File: config.mk
export PLATFORM = sky130hd
export DESIGN_NAME = baud_gen_frac
export DESIGN_NICKNAME = d
export VERILOG_FILES = /design/src/rtl/uart_baud_pkg.sv /design/src/rtl/baud_frac_acc.sv /design/src/rtl/baud_gen_frac.sv
export SDC_FILE = /design/constraint.sdc
export NUM_CORES = 1
export LEC_CHECK = 0
export BUFFER_PORTS_ARGS = -buffer_cell sky130_fd_sc_hd__buf_2
export CORE_UTILIZATION = 61
export CTS_BUF_LIST = sky130_fd_sc_hd__clkbuf_4
export DETAILED_ROUTE_END_ITERATION = 12
export HOLD_SLACK_MARGIN = 0.03
export MAX_ROUTING_LAYER = met4
export PLACE_DENSITY = 0.82
export SLEW_MARGIN = 20
export SYNTH_ARGS = -nofsm -noshare
export SYNTH_HDL_FRONTEND = slang
export SYNTH_SLANG_ARGS = --single-unit
export TNS_END_PERCENT = 20
File: constraint.sdc
create_clock -name clk -period 3.68 [get_ports clk]
set_input_delay 0.736 -clock clk [delete_from_list [all_inputs] [get_ports clk]]
set_output_delay 0.736 -clock clk [all_outputs]
set_load 0.01 [all_outputs]
File: src/rtl/uart_baud_pkg.sv
// Shared constants and divisor types for the UART baud generator.
// The fractional path is enabled by the BAUD_FRAC_EN macro in the users.
package uart_baud_pkg;

  localparam int DEF_DIV_INT  = 16;
  localparam int DEF_DIV_FRAC = 0;
  localparam int MIN_DIV      = 2;

  localparam int BAUD_DIV_W  = 16;
  localparam int BAUD_FRAC_W = 4;

  typedef struct packed {
    logic [BAUD_DIV_W-1:0]  int_part;
    logic [BAUD_FRAC_W-1:0] frac_part;
  } baud_div_t;

  typedef enum logic [1:0] {
    PRESET_9600,
    PRESET_19200,
    PRESET_57600,
    PRESET_115200
  } baud_preset_e;

  // Old fixed selector values, 50 MHz clock at 16x oversampling
  localparam baud_div_t PRESET_DIV_9600 = '{
    int_part: 16'd325, frac_part: 4'd8
  };
  localparam baud_div_t PRESET_DIV_19200 = '{
    int_part: 16'd162, frac_part: 4'd12
  };
  localparam baud_div_t PRESET_DIV_57600 = '{
    int_part: 16'd54, frac_part: 4'd4
  };
  localparam baud_div_t PRESET_DIV_115200 = '{
    int_part: 16'd27, frac_part: 4'd2
  };

  function automatic baud_div_t preset_div(
    input baud_preset_e sel
  );
    baud_div_t d;
    d = PRESET_DIV_9600;
    unique case (sel)
      PRESET_9600:   d = PRESET_DIV_9600;
      PRESET_19200:  d = PRESET_DIV_19200;
      PRESET_57600:  d = PRESET_DIV_57600;
      PRESET_115200: d = PRESET_DIV_115200;
      default:       d = PRESET_DIV_9600;
    endcase
    return d;
  endfunction

endpackage

File: src/rtl/baud_frac_acc.sv
// Fractional phase accumulator; carry stretches the next interval.
// Only built when BAUD_FRAC_EN is defined.
`ifdef BAUD_FRAC_EN
module baud_frac_acc
  import uart_baud_pkg::*;
#(
  parameter int FRAC_W = 4
) (
  input  logic              clk,
  input  logic              resetn,
  input  logic              clr_i,
  input  logic              step_i,
  input  logic [FRAC_W-1:0] frac_i,
  output logic              carry_o
);

  logic [FRAC_W-1:0] acc_q;
  logic [FRAC_W-1:0] acc_d;
  logic              carry_q;
  logic              carry_d;

  always_comb begin
    acc_d   = acc_q;
    carry_d = carry_q;
    if (clr_i) begin
      acc_d   = '0;
      carry_d = 1'b0;
    end else if (step_i) begin
      {carry_d, acc_d} = {1'b0, acc_q}
                       + {1'b0, frac_i};
    end
  end

  always_ff @(posedge clk) begin
    if (!resetn) begin
      acc_q   <= FRAC_W'(DEF_DIV_FRAC);
      carry_q <= 1'b0;
    end else begin
      acc_q   <= acc_d;
      carry_q <= carry_d;
    end
  end

  assign carry_o = carry_q;

endmodule
`endif

File: src/rtl/baud_gen_frac.sv
// UART baud generator: os_tick/bit_tick from a loadable divisor.
// Define BAUD_FRAC_EN to build the fractional accumulator.
module baud_gen_frac
  import uart_baud_pkg::*;
#(
  parameter  int DIV_W  = 16,
  parameter  int FRAC_W = 4,
  parameter  int OSR    = 16,
  localparam int PH_W   = $clog2(OSR)
) (
  input  logic              clk,
  input  logic              resetn,
  input  logic              en,
  input  logic              resync,
  input  logic [DIV_W-1:0]  div_int,
  input  logic [FRAC_W-1:0] div_frac,
  input  logic              div_load,
  output logic              os_tick,
  output logic              bit_tick,
  output logic [PH_W-1:0]   os_phase,
  output logic              load_pending,
  output logic              cfg_err
);

  localparam logic [DIV_W-1:0] MIN_D =
    DIV_W'(MIN_DIV);
  localparam logic [DIV_W-1:0] RST_INT =
    DIV_W'(DEF_DIV_INT);
  localparam logic [PH_W-1:0] PH_LAST =
    PH_W'(OSR - 1);

  logic [DIV_W-1:0] cnt_q;
  logic [DIV_W-1:0] cnt_d;
  logic [PH_W-1:0]  ph_q;
  logic [PH_W-1:0]  ph_d;
  logic             run_q;
  logic             run_d;
  logic             os_q;
  logic             os_d;
  logic             bit_q;
  logic             bit_d;
  logic             pend_q;
  logic             pend_d;
  logic             err_q;
  logic             err_d;
  logic [DIV_W-1:0] act_int_q;
  logic [DIV_W-1:0] act_int_d;
  logic [DIV_W-1:0] sh_int_q;
  logic [DIV_W-1:0] sh_int_d;

  logic [DIV_W-1:0] eff_int;
  logic [DIV_W:0]   len;
  logic             carry;
  logic             counting;
  logic             term;
  logic             tick;
  logic             ld_now;
  logic             ld_def;
  logic             apply_sh;

`ifdef BAUD_FRAC_EN
  logic [FRAC_W-1:0] act_frac_q;
  logic [FRAC_W-1:0] act_frac_d;
  logic [FRAC_W-1:0] sh_frac_q;
  logic [FRAC_W-1:0] sh_frac_d;
  logic              acc_clr;

  assign acc_clr = !counting || apply_sh;

  baud_frac_acc #(
    .FRAC_W (FRAC_W)
  ) u_acc (
    .clk     (clk),
    .resetn  (resetn),
    .clr_i   (acc_clr),
    .step_i  (tick),
    .frac_i  (act_frac_q),
    .carry_o (carry)
  );
`else
  logic unused_frac;
  assign unused_frac = ^div_frac;
  assign carry       = 1'b0;
`endif

  // Divisors below MIN_DIV run as MIN_DIV and raise cfg_err
  always_comb begin
    eff_int  = (act_int_q < MIN_D) ? MIN_D
                                   : act_int_q;
    len      = {1'b0, eff_int}
             + (DIV_W+1)'(carry);
    term     = ({1'b0, cnt_q}
               == len - (DIV_W+1)'(1));
    counting = en && run_q && !resync;
    tick     = counting && term;
    ld_now   = div_load && (!en || resync);
    ld_def   = div_load && en && !resync;
    apply_sh = pend_q
             && (tick || !en || resync);
  end

  always_comb begin
    cnt_d     = '0;
    ph_d      = '0;
    run_d     = en;
    os_d      = tick;
    bit_d     = tick && (ph_q == PH_LAST);
    act_int_d = act_int_q;
    sh_int_d  = sh_int_q;
    pend_d    = pend_q;
    err_d     = err_q;
`ifdef BAUD_FRAC_EN
    act_frac_d = act_frac_q;
    sh_frac_d  = sh_frac_q;
`endif
    if (counting) begin
      cnt_d = term ? '0
                   : cnt_q + DIV_W'(1);
      ph_d  = term ? ph_q + PH_W'(1)
                   : ph_q;
    end
    if (apply_sh) begin
      act_int_d = sh_int_q;
      pend_d    = 1'b0;
      err_d     = (sh_int_q < MIN_D);
`ifdef BAUD_FRAC_EN
      act_frac_d = sh_frac_q;
`endif
    end
    if (ld_now) begin
      act_int_d = div_int;
      sh_int_d  = div_int;
      pend_d    = 1'b0;
      err_d     = (div_int < MIN_D);
`ifdef BAUD_FRAC_EN
      act_frac_d = div_frac;
      sh_frac_d  = div_frac;
`endif
    end
    // A load during a boundary tick waits for the following one
    if (ld_def) begin
      sh_int_d = div_int;
      pend_d   = 1'b1;
`ifdef BAUD_FRAC_EN
      sh_frac_d = div_frac;
`endif
    end
  end

  always_ff @(posedge clk) begin
    if (!resetn) begin
      cnt_q     <= '0;
      ph_q      <= '0;
      run_q     <= 1'b0;
      os_q      <= 1'b0;
      bit_q     <= 1'b0;
      pend_q    <= 1'b0;
      err_q     <= 1'b0;
      act_int_q <= RST_INT;
      sh_int_q  <= RST_INT;
    end else begin
      cnt_q     <= cnt_d;
      ph_q      <= ph_d;
      run_q     <= run_d;
      os_q      <= os_d;
      bit_q     <= bit_d;
      pend_q    <= pend_d;
      err_q     <= err_d;
      act_int_q <= act_int_d;
      sh_int_q  <= sh_int_d;
    end
  end

`ifdef BAUD_FRAC_EN
  always_ff @(posedge clk) begin
    if (!resetn) begin
      act_frac_q <= FRAC_W'(DEF_DIV_FRAC);
      sh_frac_q  <= FRAC_W'(DEF_DIV_FRAC);
    end else begin
      act_frac_q <= act_frac_d;
      sh_frac_q  <= sh_frac_d;
    end
  end
`endif

  assign os_tick      = os_q;
  assign bit_tick     = bit_q;
  assign os_phase     = ph_q;
  assign load_pending = pend_q;
  assign cfg_err      = err_q;

endmodule

# [After elaboration in Yosys (flattened, before gate mapping)]
# Cells that the tools add are included.
[totals] ff_bits=57 wordCells=47 out_inout_bits=8 inputBits=25
[op_classes] n_eq_ne=2 bitwise=2 n_addsub=3 order_cmp=3 reduce_logical=18 mux=10
[ops] cell="$mux 16" count=5
[ops] cell="$lt 16x2->1 const B" count=3
[ops] cell="$eq 16x17->1" count=1
[ops] cell="$sub 16x1->17 const B" count=1
[ops] cell="$add 16x1->16 const B" count=1
[ops] cell="$logic_and 1x1->1" count=8
[ops] cell="$mux 1" count=5
[ops] cell="$add 4x1->4 const B" count=1
[ops] cell="$eq 4x4->1 const B" count=1
[ops] cell="$reduce_bool 2->1" count=2
[ops] cell="$logic_or 1x1->1" count=3
[ops] cell="$reduce_bool 3->1" count=1
[ops] cell="$reduce_or 3->1" count=1
[ops] cell="$logic_not 1->1" count=2
[ops] cell="$not 1->1" count=2
[ops] cell="$reduce_and 2->1" count=1

# [Depth between registers and ports, before layout]
[logic_depth] word_depth=11 ltp_mapped=13

# [Worst setup path before layout]
# OpenSTA, ideal clock, no wires.
[synth_timing] kind="reg-to-reg" startpoint="register act_int_q[8]" endpoint="register act_int_q[4]" t_arrival_ns=3.043 setup_ns=0.121 n_path_buf=0 required_time_ns=3.559 path_stages_with_launch=12 slack_ns=0.517 path_cell_list="dfxtp_1 nor4_4 nand4_4 nor2b_1 ha_1 nor4b_2 and2_1 and4b_1 o311ai_1 nor4_4 a31oi_4 mux2_2"
[synth_between] elab_chain_cells=9
[synth_lines] element="start: declaration" line_no="baud_gen_frac.sv:46" source="logic [DIV_W-1:0] act_int_q;"
[synth_lines] element="start signal: assignment" line_no="baud_gen_frac.sv:169" source="act_int_q <= act_int_d;"
[synth_lines] element="$lt 16x2->1" line_no="baud_gen_frac.sv:88" source="eff_int = (act_int_q < MIN_D) ? MIN_D"
[synth_lines] element="$mux 16 (*)" line_no="baud_gen_frac.sv:88"
[synth_lines] element="$sub 16x1->17 (*)" line_no="baud_gen_frac.sv:93" source="== len - (DIV_W+1)'(1));"
[synth_lines] element="$eq 16x17->1 (*)" line_no="baud_gen_frac.sv:93"
[synth_lines] element="$logic_and 1x1->1 (*)" line_no="baud_gen_frac.sv:95" source="tick = counting && term;"
[synth_lines] element="$logic_or 1x1->1 (*) (2 in a row)" line_no="baud_gen_frac.sv:99" source="&& (tick || !en || resync);"
[synth_lines] element="$logic_and 1x1->1 (*)" line_no="baud_gen_frac.sv:99"
[synth_lines] element="$reduce_bool 2->1 (no source line) (*)"
# Every way passes the cells marked *; elsewhere a longest branch is shown, timed or not.
# A chain may end at the register's enable or synchronous reset.

# [Final worst setup path]
[layout_timing] startpoint="register act_int_q[4]" endpoint="register act_int_q[3]"
# The elaborated chain is that of the path after synthesis.

==> results by group <==
Outcome
  • Status: complete, no violations

Routing
  • First-pass DRT Iterations: 4
  • Vias: between 2000 and 3000
  • Total wire length: 6470 um
  • DR iter-0 viols: between 100 and 150
  • Avg WL per Cell: 14.1 um
  • Post-route DRC: 0
  • Routed Antenna Nets: 0
  • Vias/cell: around 5.7

Synth
  • Number of flops mapped to enable cells by yosys: 0
  • Ys async rst share: 0%
  • Syn avg cell area: between 9 and 10 um^2
  • Syn. warnings: 0
  • Synth unique cells: between 40 and 50
  • Post-Syn Area: about 3300 um^2
  • Ys flop type: dfxtp_1
  • Syn Nets: roughly 380
  • Post-synthesis sequential area ratio: a little over a third
  • #FFs+latches synth: 57
  • Cell count after synthesis: 356

Pwr
  • Power Dens Cells: 363 nW/um^2
  • P_leak: roughly 0.0015 uW
  • Worst vdd ir: between 0.0002 and 0.0003 V

Clock network
  • Max Buffers Root-to-Sink: 2
  • Htree depth: 3
  • Post-CTS Repair Setup Buffers: 0
  • CTS tree: done
  • CTS clk-pin slew, worst paths: ~0.10 ns
  • TritonCTS buffer count: 9
  • CTS resizes: 0
  • Clk Latency, worst-skew pair: around 0.40 ns
  • Root buffer cell: clkbuf_4
  • Hold Buf Count CTS: 0
  • Clock sinks: 57

Global route
  • First-pass GRT wire length: roughly 11000 um
  • Pin count of the biggest net entering global routing: 53
  • Initial antenna violation count: 0
  • Global route overflow: 0
  • Total track usage: a little over a quarter
  • Number of global-route vias before repair: 2418

STA
  • Worst Slack Setup Final: approximately 0.33 ns
  • Final setup fails: 0
  • Crit path time final: between 3 and 4 ns
  • Relative slew slack: between 60% and 70%
  • Final Cycle Share: 91.1%
  • Fmax achieved: around 300 MHz
  • Clk_skew: 0.0143 ns
  • Worst hold margin: ~0.48 ns
  • Final Hold Fails: 0
  • RSZ-0062 raised after global routing: no
  • Slew Viols, Final: 0
  • Slew @ Worst Pin: ~0.46 ns
  • Setup TNS: 0 ns

Setup path
  • Crit. Startpoint: act_int_q[4]$_SDFFE_PN1P_
  • Register-to-Register Path Depth: 12
  • Worst r2r src: act_int_q[4]$_SDFFE_PN1P_
  • Type of the worst setup path: reg -> reg
  • R2r setup slk: 0.33 ns
  • CP endpoint: act_int_q[3]$_SDFFE_PN0P_
  • Critical path fanouts, max: 14
  • Kind of end point of the critical path: flop
  • CP required: about 4 ns
  • Worst Setup Start Kind: flop
  • CP arrival: roughly 3.7 ns
  • RR Endpoint: act_int_q[3]$_SDFFE_PN0P_

Placement
  • Gp weighted congestion: between 0.8 and 0.9
  • Buffers added on ports: 28
  • Dpl ws: between 0.15 and 0.2 ns
  • Dpl cells: roughly 440
  • Hpwl dp: 4770 um

Min path
  • Hold Path Class: reg -> reg

Final layout
  • Syn-to-layout area delta: 10.5%
  • Antenna cells: 0
  • Final Net Count: a little over 400
  • FILL cells: just over 400
  • Share of post-route cells with drive strength above 1: 19.5%
  • Layout Cells excl Fill: approximately 460

Floorplan
  • Die ar.: between 5000 and 6000 um^2
  • I/O pin count: 33
  • Effective utilization at floorplan: between 60 and 70%
  • Core region area: 5110 um^2
  • Die Wd: 75.0 um
  • # rows: 26
  • DIE HEIGHT: 75.0 um

Flow run
  • Max cap viols: 0
## flip-flops by register name, summed over array words and instances (netlist names)
name,count
os_phase,4
os_tick,1
act_int_q,16
bit_tick,1
cnt_q,16
load_pending,1
cfg_err,1
run_q,1
sh_int_q,16
## area by class of cell
type | instances | area (um^2) | area share [%]
Clock buffer | 9 | 67.6 | 1.88
Timing Repair Buffer | 34 | 185 | 5.15
Tap cell | 70 | 87.6 | 2.44
Clock inverter | 6 | 60.1 | 1.67
Sequential cell | 57 | 1140 | 31.7
Multi-Input combinational cell | 279 | 2040 | 56.7
Inverter | 4 | 15.0 | 0.418
## worst min path at each step
stage	startpoint	endpoint	slack [ns]	cells past startpoint
final	cfg_err$_SDFFE_PN0P_	cfg_err$_SDFFE_PN0P_	0.48	2
after global routing	cfg_err$_SDFFE_PN0P_	cfg_err$_SDFFE_PN0P_	0.50	2
after CTS	cfg_err$_SDFFE_PN0P_	cfg_err$_SDFFE_PN0P_	0.48	2
after floorplan	cnt_q[0]$_SDFF_PP0_	cnt_q[0]$_SDFF_PP0_	0.46	1
after detailed placement	cfg_err$_SDFFE_PN0P_	cfg_err$_SDFFE_PN0P_	0.46	2
after global placement	cfg_err$_SDFFE_PN0P_	cfg_err$_SDFFE_PN0P_	0.45	2
## per-layer routing
metal  GRT usage, %  routed length, um
met1           33.9               3000
met2           42.4               3080
met3           7.36                319
met4           7.55                 70
met5              -                  0
## metrics by stage
stage          util, %  area [um^2]  total power (uW)
5_1_grt           70.4         3600              1360
2_1_floorplan        -         3250               835
3_3_place_gp      67.7         3460               877
3_5_place_dp      67.7         3460               884
4_1_cts           70.2         3590              1310
6_report          70.4         3600              1300
## critical path, stage by stage, from the launching register on
cell,delay (ns)
dfxtp_1,0.43
nor4_4,0.42
nand4_4,0.22
nor2b_1,0.19
ha_1,0.22
nor4b_4,0.16
and2_1,0.19
and4b_1,0.19
o311ai_1,0.40
nor4_4,0.09
a31oi_4,0.24
buf_4,0.29
mux2i_1,0.23
## Yosys cell counts (all sizes together) (6+ instances only)
cell type | instances | share of area [%]
and3 | 9 | 1.7
clkbuf | 13 | 1.5
dfxtp | 57 | 35
mux2 | 16 | 5.5
mux2i | 36 | 11
nand2 | 46 | 5.3
nand2b | 10 | 1.9
nand3 | 9 | 1.4
nand4 | 6 | 1.6
nor2 | 29 | 3.3
nor2b | 19 | 3.7
nor3 | 7 | 1.2
nor4 | 11 | 4.0
xnor2 | 20 | 5.4
xor2 | 14 | 3.8
## power by group
| part | internal, uW | switching, uW | total (uW) | leakage (uW) |
|---|---|---|---|---|
| clock network | 200 | 231 | 431 | 0.0000692 |
| logic | 102 | 103 | 205 | 0.000935 |
| registers | 638 | 29.2 | 668 | 0.000464 |
## kinds of logic (layout without fill, tap and decap cells)
logic type,count (synthesis),after routing,synth area share (%)
DFF,57,57,35.1
and+or+nand+nor,163,163,28.3
muxes,52,52,16.6
AOI/OAI and AO/OA,27,27,7.15
adders and majority gates,3,3,1.15
xor gates and xnor gates,34,34,9.15
buffers and inverters,20,53,2.58
## cells in the final DEF, fill, tap and decap left out, types with 3 or more instances in the layout
| master | instances |
|---|---|
| nor4_1 | 7 |
| nor3_1 | 6 |
| mux2_2 | 16 |
| a31oi_1 | 3 |
| inv_1 | 4 |
| and2_1 | 4 |
| nand2b_1 | 10 |
| buf_4 | 6 |
| or4_1 | 3 |
| nor2b_1 | 19 |
| nand4_1 | 5 |
| nand2_1 | 46 |
| o211ai_1 | 3 |
| buf_2 | 28 |
| a21oi_1 | 4 |
| nor4_4 | 4 |
| clkbuf_4 | 9 |
| mux2i_1 | 36 |
| xor2_1 | 14 |
| and3_1 | 9 |
| nand3_1 | 9 |
| nor2_1 | 29 |
| dfxtp_1 | 57 |
| xnor2_1 | 20 |
| ha_1 | 3 |
Power figures use the tool's default switching activity.
